**config.mk**
```make
export PLATFORM = sky130hd
export DESIGN_NAME = dac_bank_sequencer
export DESIGN_NICKNAME = d
export VERILOG_FILES = /design/src/rtl/Subsystem_pkg.sv /design/src/rtl/dac_seq_timer.sv /design/src/rtl/dac_bank_sequencer.sv
export SDC_FILE = /design/constraint.sdc
export NUM_CORES = 1
export LEC_CHECK = 0
export BUFFER_PORTS_ARGS = -buffer_cell sky130_fd_sc_hd__buf_2
export CAP_MARGIN = 20
export CORE_MARGIN = 1.5
export CORE_UTILIZATION = 56
export CTS_BUF_LIST = sky130_fd_sc_hd__clkbuf_8
export CTS_CLUSTER_SIZE = 28
export DETAILED_ROUTE_END_ITERATION = 8
export PLACE_DENSITY = 0.85
export REMOVE_ABC_BUFFERS = 1
export SYNTH_ARGS = -nofsm -noshare
export SYNTH_HDL_FRONTEND = slang
export SYNTH_SLANG_ARGS = --single-unit
```
**constraint.sdc**
```tcl
create_clock -name clk_in -period 4.75 [get_ports clk_in]
set_input_delay 0 -clock clk_in [delete_from_list [all_inputs] [get_ports clk_in]]
set_output_delay 0 -clock clk_in [all_outputs]
set_load 0.02 [all_outputs]
```
**src/rtl/Subsystem_pkg.sv**
```systemverilog
// -----------------------------------------------------------------------------
// Subsystem_pkg
// Shared types and default timing constants for the DAC bank sequencer.
//   dac_seq_state_t            : sequencer FSM states
//   vector_of_signed_logic_12  : signed 12-bit DAC channel word
//   DEF_*                      : default parameter values
//   clog2_min1 / max3          : width helpers for counters
// -----------------------------------------------------------------------------
package Subsystem_pkg;

    localparam int DEF_NUM_CH     = 8;
    localparam int DEF_SLOTS      = 4;
    localparam int DEF_DATA_W     = 12;
    localparam int DEF_WR_W       = 8;
    localparam int DEF_SETUP_CYC  = 8;
    localparam int DEF_STROBE_CYC = 1;
    localparam int DEF_HOLD_CYC   = 4;

    typedef enum logic [2:0] {
        IDLE,
        SETUP,
        STROBE,
        HOLD,
        DONE
    } dac_seq_state_t;

    typedef logic signed [11:0] vector_of_signed_logic_12;

    // Bits needed to hold values 0..n-1, never less than one bit.
    function automatic int clog2_min1(input int n);
        return (n <= 1) ? 1 : $clog2(n);
    endfunction

    function automatic int max3(input int a, input int b, input int c);
        int m;
        m = (a > b) ? a : b;
        return (m > c) ? m : c;
    endfunction

endpackage

```
**src/rtl/dac_seq_timer.sv**
```systemverilog
// -----------------------------------------------------------------------------
// dac_seq_timer
// Loadable down-counter used to time each sequencer phase. Loading N makes
// the terminal count appear N cycles later, so a phase of D cycles loads D-1.
//   clk_in, reset_n : clock, asynchronous active-low reset
//   load_i          : load load_val_i on the next edge
//   load_val_i      : value to load
//   tc_o            : counter is at zero (last cycle of the phase)
// -----------------------------------------------------------------------------
module dac_seq_timer #(
    parameter int CNT_W = 4
) (
    input  logic             clk_in,
    input  logic             reset_n,
    input  logic             load_i,
    input  logic [CNT_W-1:0] load_val_i,
    output logic             tc_o
);

    logic [CNT_W-1:0] cnt_q;
    logic [CNT_W-1:0] cnt_d;

    // NOTE: cnt_d gets its default before any branch so no path leaves it
    // unassigned; otherwise a latch would be inferred.
    always_comb begin
        cnt_d = cnt_q;
        if (load_i) begin
            cnt_d = load_val_i;
        end else if (cnt_q != '0) begin
            cnt_d = cnt_q - CNT_W'(1);
        end
    end

    // NOTE: state is updated with non-blocking assignments so every register
    // samples its inputs from before the edge, independent of block order.
    always_ff @(posedge clk_in or negedge reset_n) begin
        if (!reset_n) begin
            cnt_q <= '0;
        end else begin
            cnt_q <= cnt_d;
        end
    end

    assign tc_o = (cnt_q == '0);

endmodule

```
**src/rtl/dac_bank_sequencer.sv**
```systemverilog
// -----------------------------------------------------------------------------
// dac_bank_sequencer
// On a rising edge of trig, snapshots all channel words and drives them bank
// by bank (highest bank first) onto a shared SLOTS-wide DAC bus, with a
// setup / strobe / hold cycle for each bank's write strobe. One trigger may be
// queued while busy; a further one is dropped and flagged.
//   clk_in, reset_n : clock, asynchronous active-low reset
//   enable          : strobe gate, latched at sequence start
//   trig            : level request, rising edge starts a sequence
//   ch_data         : NUM_CH signed channel words
//   slot_out        : shared DAC data bus (SLOTS words)
//   wr_out          : per-bank write strobes, WR_W replicated bits each
//   busy            : sequence in progress
//   done            : one-cycle completion pulse
//   overrun         : one-cycle pulse when a trigger is dropped
// -----------------------------------------------------------------------------
module dac_bank_sequencer
    import Subsystem_pkg::*;
#(
    parameter int NUM_CH     = DEF_NUM_CH,
    parameter int SLOTS      = DEF_SLOTS,
    parameter int DATA_W     = DEF_DATA_W,
    parameter int WR_W       = DEF_WR_W,
    parameter int SETUP_CYC  = DEF_SETUP_CYC,
    parameter int STROBE_CYC = DEF_STROBE_CYC,
    parameter int HOLD_CYC   = DEF_HOLD_CYC
) (
    input  logic                                 clk_in,
    input  logic                                 reset_n,
    input  logic                                 enable,
    input  logic                                 trig,
    input  logic signed [DATA_W-1:0]             ch_data  [NUM_CH],
    output logic signed [DATA_W-1:0]             slot_out [SLOTS],
    output logic [NUM_CH/SLOTS-1:0][WR_W-1:0]    wr_out,
    output logic                                 busy,
    output logic                                 done,
    output logic                                 overrun
);

    localparam int NUM_BANKS = NUM_CH / SLOTS;
    localparam int CNT_W     = clog2_min1(max3(SETUP_CYC, STROBE_CYC, HOLD_CYC));
    localparam int BANK_W    = clog2_min1(NUM_BANKS);

    if (SLOTS < 1 || NUM_CH % SLOTS != 0) begin : g_bad_num_ch
        $error("dac_bank_sequencer: NUM_CH must be a non-zero multiple of SLOTS");
    end
    if (SETUP_CYC < 1 || STROBE_CYC < 1 || HOLD_CYC < 1) begin : g_bad_timing
        $error("dac_bank_sequencer: SETUP_CYC, STROBE_CYC and HOLD_CYC must be >= 1");
    end

    dac_seq_state_t          state_q, state_d;
    logic [BANK_W-1:0]       bank_q, bank_d;
    logic [BANK_W-1:0]       next_bank;
    logic                    en_q, en_d;
    logic                    pend_q, pend_d;
    logic                    trig_q;
    logic                    trig_edge;
    logic signed [DATA_W-1:0] snap_q [NUM_CH];
    logic signed [DATA_W-1:0] snap_d [NUM_CH];
    logic signed [DATA_W-1:0] slot_q [SLOTS];
    logic signed [DATA_W-1:0] slot_d [SLOTS];

    logic             tmr_load;
    logic [CNT_W-1:0] tmr_val;
    logic             tmr_tc;

    dac_seq_timer #(
        .CNT_W (CNT_W)
    ) u_timer (
        .clk_in     (clk_in),
        .reset_n    (reset_n),
        .load_i     (tmr_load),
        .load_val_i (tmr_val),
        .tc_o       (tmr_tc)
    );

    assign trig_edge = trig & ~trig_q;
    assign next_bank = bank_q - BANK_W'(1);
    assign busy      = (state_q != IDLE);
    assign done      = (state_q == DONE);
    assign slot_out  = slot_q;

    always_comb begin
        state_d  = state_q;
        bank_d   = bank_q;
        en_d     = en_q;
        pend_d   = pend_q;
        snap_d   = snap_q;
        slot_d   = slot_q;
        tmr_load = 1'b0;
        tmr_val  = '0;
        wr_out   = '0;
        overrun  = 1'b0;

        // While a sequence runs, one trigger can wait; any further one is lost.
        if (state_q != IDLE && trig_edge) begin
            if (pend_q) begin
                overrun = 1'b1;
            end else begin
                pend_d = 1'b1;
            end
        end

        unique case (state_q)
            IDLE: begin
                if (trig_edge || pend_q) begin
                    snap_d   = ch_data;
                    en_d     = enable;
                    pend_d   = 1'b0;
                    bank_d   = BANK_W'(NUM_BANKS - 1);
                    // First bank goes straight from the live inputs so the bus
                    // updates on the cycle after detection.
                    for (int s = 0; s < SLOTS; s++) begin
                        slot_d[s] = ch_data[s*NUM_BANKS + NUM_BANKS - 1];
                    end
                    tmr_load = 1'b1;
                    tmr_val  = CNT_W'(SETUP_CYC - 1);
                    state_d  = SETUP;
                end
            end
            SETUP: begin
                if (tmr_tc) begin
                    tmr_load = 1'b1;
                    tmr_val  = CNT_W'(STROBE_CYC - 1);
                    state_d  = STROBE;
                end
            end
            STROBE: begin
                if (en_q) begin
                    wr_out[bank_q] = '1;
                end
                if (tmr_tc) begin
                    tmr_load = 1'b1;
                    tmr_val  = CNT_W'(HOLD_CYC - 1);
                    state_d  = HOLD;
                end
            end
            HOLD: begin
                if (tmr_tc) begin
                    if (bank_q == '0) begin
                        state_d = DONE;
                    end else begin
                        bank_d = next_bank;
                        // Banks are interleaved: slot s of bank b is channel s*NUM_BANKS+b.
                        for (int b = 0; b < NUM_BANKS; b++) begin
                            if (BANK_W'(b) == next_bank) begin
                                for (int s = 0; s < SLOTS; s++) begin
                                    slot_d[s] = snap_q[s*NUM_BANKS + b];
                                end
                            end
                        end
                        tmr_load = 1'b1;
                        tmr_val  = CNT_W'(SETUP_CYC - 1);
                        state_d  = SETUP;
                    end
                end
            end
            DONE: begin
                state_d = IDLE;
            end
            default: begin
                state_d = IDLE;
            end
        endcase
    end

    // NOTE: the snapshot and slot arrays are cleared by reset because their
    // zero state is visible on slot_out; plain storage arrays would not be.
    always_ff @(posedge clk_in or negedge reset_n) begin
        if (!reset_n) begin
            state_q <= IDLE;
            bank_q  <= '0;
            en_q    <= 1'b0;
            pend_q  <= 1'b0;
            trig_q  <= 1'b0;
            snap_q  <= '{default: '0};
            slot_q  <= '{default: '0};
        end else begin
            state_q <= state_d;
            bank_q  <= bank_d;
            en_q    <= en_d;
            pend_q  <= pend_d;
            trig_q  <= trig;
            snap_q  <= snap_d;
            slot_q  <= slot_d;
        end
    end

endmodule

```
## Word-level counts from Yosys, hierarchy flattened

Index checks and enable logic that the tools add are counted.

| storage, ports and cells | value |
|---|---|
| register bits | 154 |
| output and inout port bits | 67 |
| input port bits | 100 |
| logic and storage cells | 83 |

| operators by class | value |
|---|---|
| reduce and logical (&&, ||, !) cells | 14 |
| $lt $le $gt $ge | 2 |
| equal/unequal tests | 9 |
| bitwise gates (word level) | 2 |
| add/subtract/negate cells | 2 |
| mux-type cells | 36 |

Operators with widths:

| kind | number |
|---|---|
| 48-bit two-way mux | 4 |
| 48-bit one-hot mux with 2 select lines | 1 |
| 16-bit two-way mux | 2 |
| 3-bit two-way mux | 10 |
| 1-bit two-way mux | 12 |
| 3-bit one-hot mux with 4 select lines | 1 |
| 2-bit inequality test (second input constant) | 5 |
| 3-bit one-hot mux with 3 select lines | 1 |
| 8-bit demux with 1-bit select | 1 |
| 8-bit two-way mux | 1 |
| 4-bit AND reduction | 2 |
| 3-bit by 2-bit == test with 1-bit output (second input constant) | 2 |
| 3-bit zero test | 2 |
| 3-bit nonzero test | 2 |
| 2-bit nonzero test | 2 |
| 3-bit by 1-bit == test with 1-bit output (second input constant) | 1 |
| 3-bit == test (second input constant) | 1 |
| 1-bit one-hot mux with 3 select lines | 1 |
| 3-bit AND reduction | 1 |
| 3-bit by 1-bit subtractor with 3-bit output (second input constant) | 1 |
| 1-bit logical AND | 2 |
| 1-bit by 2-bit < comparator with 1-bit output (second input constant) | 1 |
| 2-bit two-way mux | 1 |
| 1-bit one-hot mux with 2 select lines | 1 |
| other kinds (7) | 7 |

## Logic depth before layout (Yosys ltp)

| logic depth | value |
|---|---|
| depth in word-level cells | 6 |
| mapped depth | 8 |
| depth with buffers taken out | 6 |

## Modules after synthesis

From an unflattened synthesis, not the netlist that was laid out.

| unflattened totals | value |
|---|---|
| cells, all modules | 442 |
| area total of the unflattened synthesis | 4911.0 µm² |

Modules (own cells, without submodules):

| module | sequential area each (µm²) | area each (µm²) | cells each | times used |
|---|---|---|---|---|
| dac_bank_sequencer | 2577.5 | 4709.5 | 421 | 1 |
| dac_seq_timer | 75.1 | 201.4 | 21 | 1 |

## Worst setup path after synthesis

OpenSTA, ideal clock, no wires.

| timing path | value |
|---|---|
| path kind | register -> output |
| start point | reg bank_q |
| end point | out wr_out[10] in the netlist's numbering |
| cell stages (with the launch flop) | 6 |
| path buffers | 3 |
| data required time | 4.750 ns |
| arrival time | 2.474 ns |
| slack | 2.276 ns |
| path through | dfrtp_1 -> buf_2 -> clkbuf_1 -> inv_1 -> nor4b_1 -> buf_4 |

RTL lines:

| what | RTL line | source |
|---|---|---|
| start, declared | dac_bank_sequencer.sv:52 | `logic [BANK_W-1:0] bank_q, bank_d;` |
| start signal, assigned | dac_bank_sequencer.sv:180 | `bank_q <= bank_d;` |
| end, declared | dac_bank_sequencer.sv:34 | `output logic [NUM_CH/SLOTS-1:0][WR_W-1:0] wr_out,` |

## Worst setup path after layout

| timing path | value |
|---|---|
| start point | reg bank_q |
| end point | reg slot_q (netlist bit slot_out[11]) |

| between the ends | value |
|---|---|
| longest elaborated chain between the ends | 5 |
| elaborated cells on any way between the ends | 7 |
| those cells by class | add/sub (1); eq/ne (1); mux (4); reduce/logical (1) |

RTL lines:

| what | RTL line | source |
|---|---|---|
| 1-bit subtractor | dac_bank_sequencer.sv:78 | `assign next_bank = bank_q - BANK_W'(1);` |
| 48-bit two-way mux | dac_bank_sequencer.sv:146 | `if (BANK_W'(b) == next_bank) begin` |
| 48-bit two-way mux | dac_bank_sequencer.sv:140 | `if (bank_q == '0) begin` |
| 48-bit two-way mux | dac_bank_sequencer.sv:139 | `if (tmr_tc) begin` |
| 48-bit one-hot mux with 2 select lines | dac_bank_sequencer.sv:104 | `unique case (state_q)` |
| end signal, assigned | dac_bank_sequencer.sv:185 | `slot_q <= slot_d;` |
| end, declared | dac_bank_sequencer.sv:60 | `logic signed [DATA_W-1:0] slot_q [SLOTS];` |

Several ways; a longest one is shown, not always the timed one. The select of a mux whose other input is x is not followed.
A chain may end at the register's enable or synchronous reset.

==> out/summary.log <==
INFO  power          peakVddDrop=0.341mV
INFO  global_route   globalRouteOverflowTotal=0
INFO  power          switching_share=40.5%
INFO  synth          synth_ff_type=dfrtp_1
INFO  route          detail-route-antenna-nets=0
INFO  route          remaining_drc_errors=0
INFO  place          place.detailed.instances=678
INFO  route          totalWireLength=13000um
INFO  route          detailroute.via_count=4124
INFO  outcome        status=finished clean
INFO  layout         multi_input_area=2100um2
INFO  global_route   globalRouteTotalUtil=27.8%
INFO  hold_path      instance_count_along_the_most_critical_hold_path=4
INFO  timing         setup_viol_count_final=0
INFO  power          clockPowerShare=11.3%
INFO  setup_path     slowest_stage_cell_cp=dfrtp_2
INFO  setup_path     critical_path.max_stage_delay=1.04ns
INFO  place          gp_routability_congestion=0.805
INFO  hold_path      hold_class=in2reg
INFO  global_route   grt_pass1_vias=4319
INFO  layout         final-instance-count-excl-fill=781
INFO  synth          synth-edff-count=0
INFO  timing         maxClockFrequency=0.340GHz
INFO  layout         layout_commonest_cell=buf_2
INFO  power          standby_leakage_power=3.34nW
INFO  synth          ys.warnings.count=0
INFO  setup_path     worst_ep_arrival_time=3.19ns
INFO  power          finalPower=0.00427W
INFO  global_route   grt_max_degree=61
INFO  route          detail_route.iter0.violations=178
INFO  setup_path     path_cells=nand4_1, a21oi_4, buf_4, mux2_2
INFO  layout         postLayoutCoreUtil=77.8%
INFO  route          wl_per_cell=16.6um
INFO  setup_path     r2r_path_start=bank_q$_DFFE_PN0P_
INFO  clock_tree     cts_setup_buffers=0
INFO  layout         seq_area=2650um2
INFO  synth          syn_area=5070um2
INFO  route          detail_route.first_pass.iterations=5
INFO  setup_path     path_max_fanout=56
INFO  global_route   grt_first_pass_wirelength=21200um
INFO  floorplanning  horizontal_die_dimension=98.2um
INFO  setup_path     startpoint_type=flip-flop
INFO  layout         diodes=0
INFO  clock_tree     hold_buffers=87
INFO  clock_tree     clk-insertion-delay-late=0.35ns
INFO  timing         hold_viol_final=0
INFO  place          io_buffer_count=166
INFO  setup_path     r2r-end=slot_out[11]$_DFFE_PN0P_
INFO  hold_path      timing.hold.worst_endpoint=slot_out[47]$_DFFE_PN0P_
INFO  layout         nFillCells=532
INFO  power          combinationalPowerShare=48.5%
INFO  synth          synth_async_sr_flop_share=100%
INFO  power          power.share.sequential=40.2%
INFO  timing         timing.final.crit_period=2.94ns
INFO  layout         layout.cells.most_common_list=buf_2, dfrtp_1, nand2_1
INFO  clock_tree     cts.reportedPaths.clkPinSlew=0.10ns
INFO  clock_tree     cts_inserted_buffers=9
INFO  setup_path     rr_worst_depth=4
INFO  clock_tree     cts-root-to-sink-buffers=2
INFO  synth          syn-mean-instance-area=11.4um2
INFO  hold_path      hold_path_start=ch_data[83]
INFO  layout         proportion_of_layout_cells_with_a_drive_suffix_above_1=41.8%
INFO  synth          synth.ff_latch_count=106
INFO  floorplanning  io_pins=167
INFO  clock_tree     cts.sink_count=106
INFO  setup_path     timing.critical_path.to_type=flip-flop
INFO  timing         finalCritPeriodShare=62.0%
INFO  power          power.net_switching=0.00173W
INFO  timing         transition_at_the_pin_with_the_smallest_max_transition_slack=1.04ns
INFO  synth          netlist_instances=446
INFO  floorplanning  floorplan.die_area=9640um2
INFO  setup_path     required=4.99ns
INFO  clock_tree     h-tree-depth=3
INFO  floorplanning  coreArea=8760um2
INFO  synth          yosysSeqAreaShare=52.3%
INFO  global_route   grt_antenna_before_repair=0
INFO  synth          synth.distinct_cells=40
INFO  floorplanning  floorplan.rows=34
INFO  route          via_per_inst=5.28
INFO  setup_path     critPathKind=reg2reg
INFO  timing         slew_viol_final=0
INFO  layout         finalNetCount=770
INFO  timing         timing.slew.headroom=29.8%
INFO  power          intPower=0.00254W
INFO  flow_run       maxCapViolations=0
INFO  setup_path     r2r_slack=1.81ns
INFO  timing         final.setup_skew=0.0155ns
INFO  clock_tree     clk_root_buffer_cell=clkbuf_8
INFO  layout         areaGrowthSynthToFinish=34.4%
INFO  place          post-dp-hpwl=7300um
INFO  clock_tree     tritoncts=done
INFO  floorplanning  initial_utilization=57.9%
INFO  power          power_density=626nW/um2
INFO  floorplanning  die_height=98.2um
INFO  clock_tree     post_cts_resize_count=0
INFO  timing         grt_setup_unrepaired=no
==> worst max-delay path: cells and delay by family, from the launching register on <==
kind,cells,cell delay (ns)
compound gates,1,0.61
mux,1,0.40
flops,1,1.04
simple gates,1,0.30
buf+inv,1,0.48
==> through the flow <==
stage / setup TNS, ns / hold WS (ns) / cell area (um2) / worst slack [ns]
5_1_grt: 0 / 0.0147 / 6820 / 1.58
6_report: 0 / 0.0179 / 6820 / 1.81
3_5_place_dp: 0 / 0.0366 / 5780 / 1.79
3_3_place_gp: 0 / 0.0224 / 5780 / 1.92
4_1_cts: 0 / 0.00139 / 6820 / 1.78
2_1_floorplan: -20.78 / -0.296 / 4760 / -1.45
==> cells by family (layout without fill, tap and decap cells) <==
kind of cell             Yosys count  in the layout  synth area share [%]
buffers and inverters             53            280                  6.56
XOR/XNOR                           1              1                 0.173
adder cells (fa/ha/maj)            2              2                 0.493
AO/OA/AOI/OAI                     63             63                  6.96
multiplexers                      97             97                  22.9
AND/OR/NAND/NOR                  124            124                  10.6
flip-flops                       106            106                  52.3
==> synth_stat cells (all sizes together), types with 2 or more instances <==
cell type	instances	area, um2
mux2	97	1160
o21ai	52	268
nor3	6	41.3
dfrtp	106	2650
nor4b	2	17.5
a311oi	2	17.5
ha	2	25.0
buf	37	273
nor2	5	21.3
inv	6	22.5
nand2b	4	25.0
nand2	97	364
nor2b	3	18.8
a21oi	2	13.8
clkbuf	10	37.5
==> per-layer routing <==
layer / track usage [%] / wire [um]
met2: 50.2 / 7000
met1: 33.1 / 5000
met4: 9.53 / 335
met5: 0 / 0
met3: 5.58 / 662
==> worst max-delay path by stage <==
stage	endpoint	from	slack, ns	depth (start not counted)
after global placement	slot_out[47]$_DFFE_PN0P_	bank_q$_DFFE_PN0P_	1.92	4
after detailed placement	slot_out[21]$_DFFE_PN0P_	bank_q$_DFFE_PN0P_	1.79	4
after global routing	slot_out[11]$_DFFE_PN0P_	bank_q$_DFFE_PN0P_	1.58	4
after CTS	slot_out[10]$_DFFE_PN0P_	bank_q$_DFFE_PN0P_	1.78	4
final	slot_out[11]$_DFFE_PN0P_	bank_q$_DFFE_PN0P_	1.81	4
after floorplan	wr_out[10]	bank_q$_DFFE_PN0P_	-1.45	2
==> registers in the layout, indices dropped and copies added (netlist names) <==
register / flops
slot_out: 48
snap_q: 48
state_q: 3
u_timer.cnt_q: 3
bank_q: 1
en_q: 1
pend_q: 1
trig_q: 1
==> power groups by stage <==
stage / sequential (W) / combinational [W] / clock (W)
6_report: 0.00172 / 0.00207 / 0.000482
5_1_grt: 0.00177 / 0.00225 / 0.000535
4_1_cts: 0.00170 / 0.00204 / 0.000492
3_5_place_dp: 0.00172 / 0.00198 / 0
3_3_place_gp: 0.00169 / 0.00190 / 0
2_1_floorplan: 0.00188 / 0.00121 / 0
==> layout make-up <==
type / instances / share of cell area (%)
Sequential cell: 106 / 38.9
Multi-Input combinational cell: 287 / 30.8
Timing Repair Buffer: 258 / 25.5
Tap cell: 108 / 1.98
Clock buffer: 9 / 1.82
Clock inverter: 7 / 0.587
Inverter: 6 / 0.330
Note: power is estimated with default switching activity, not from simulation.
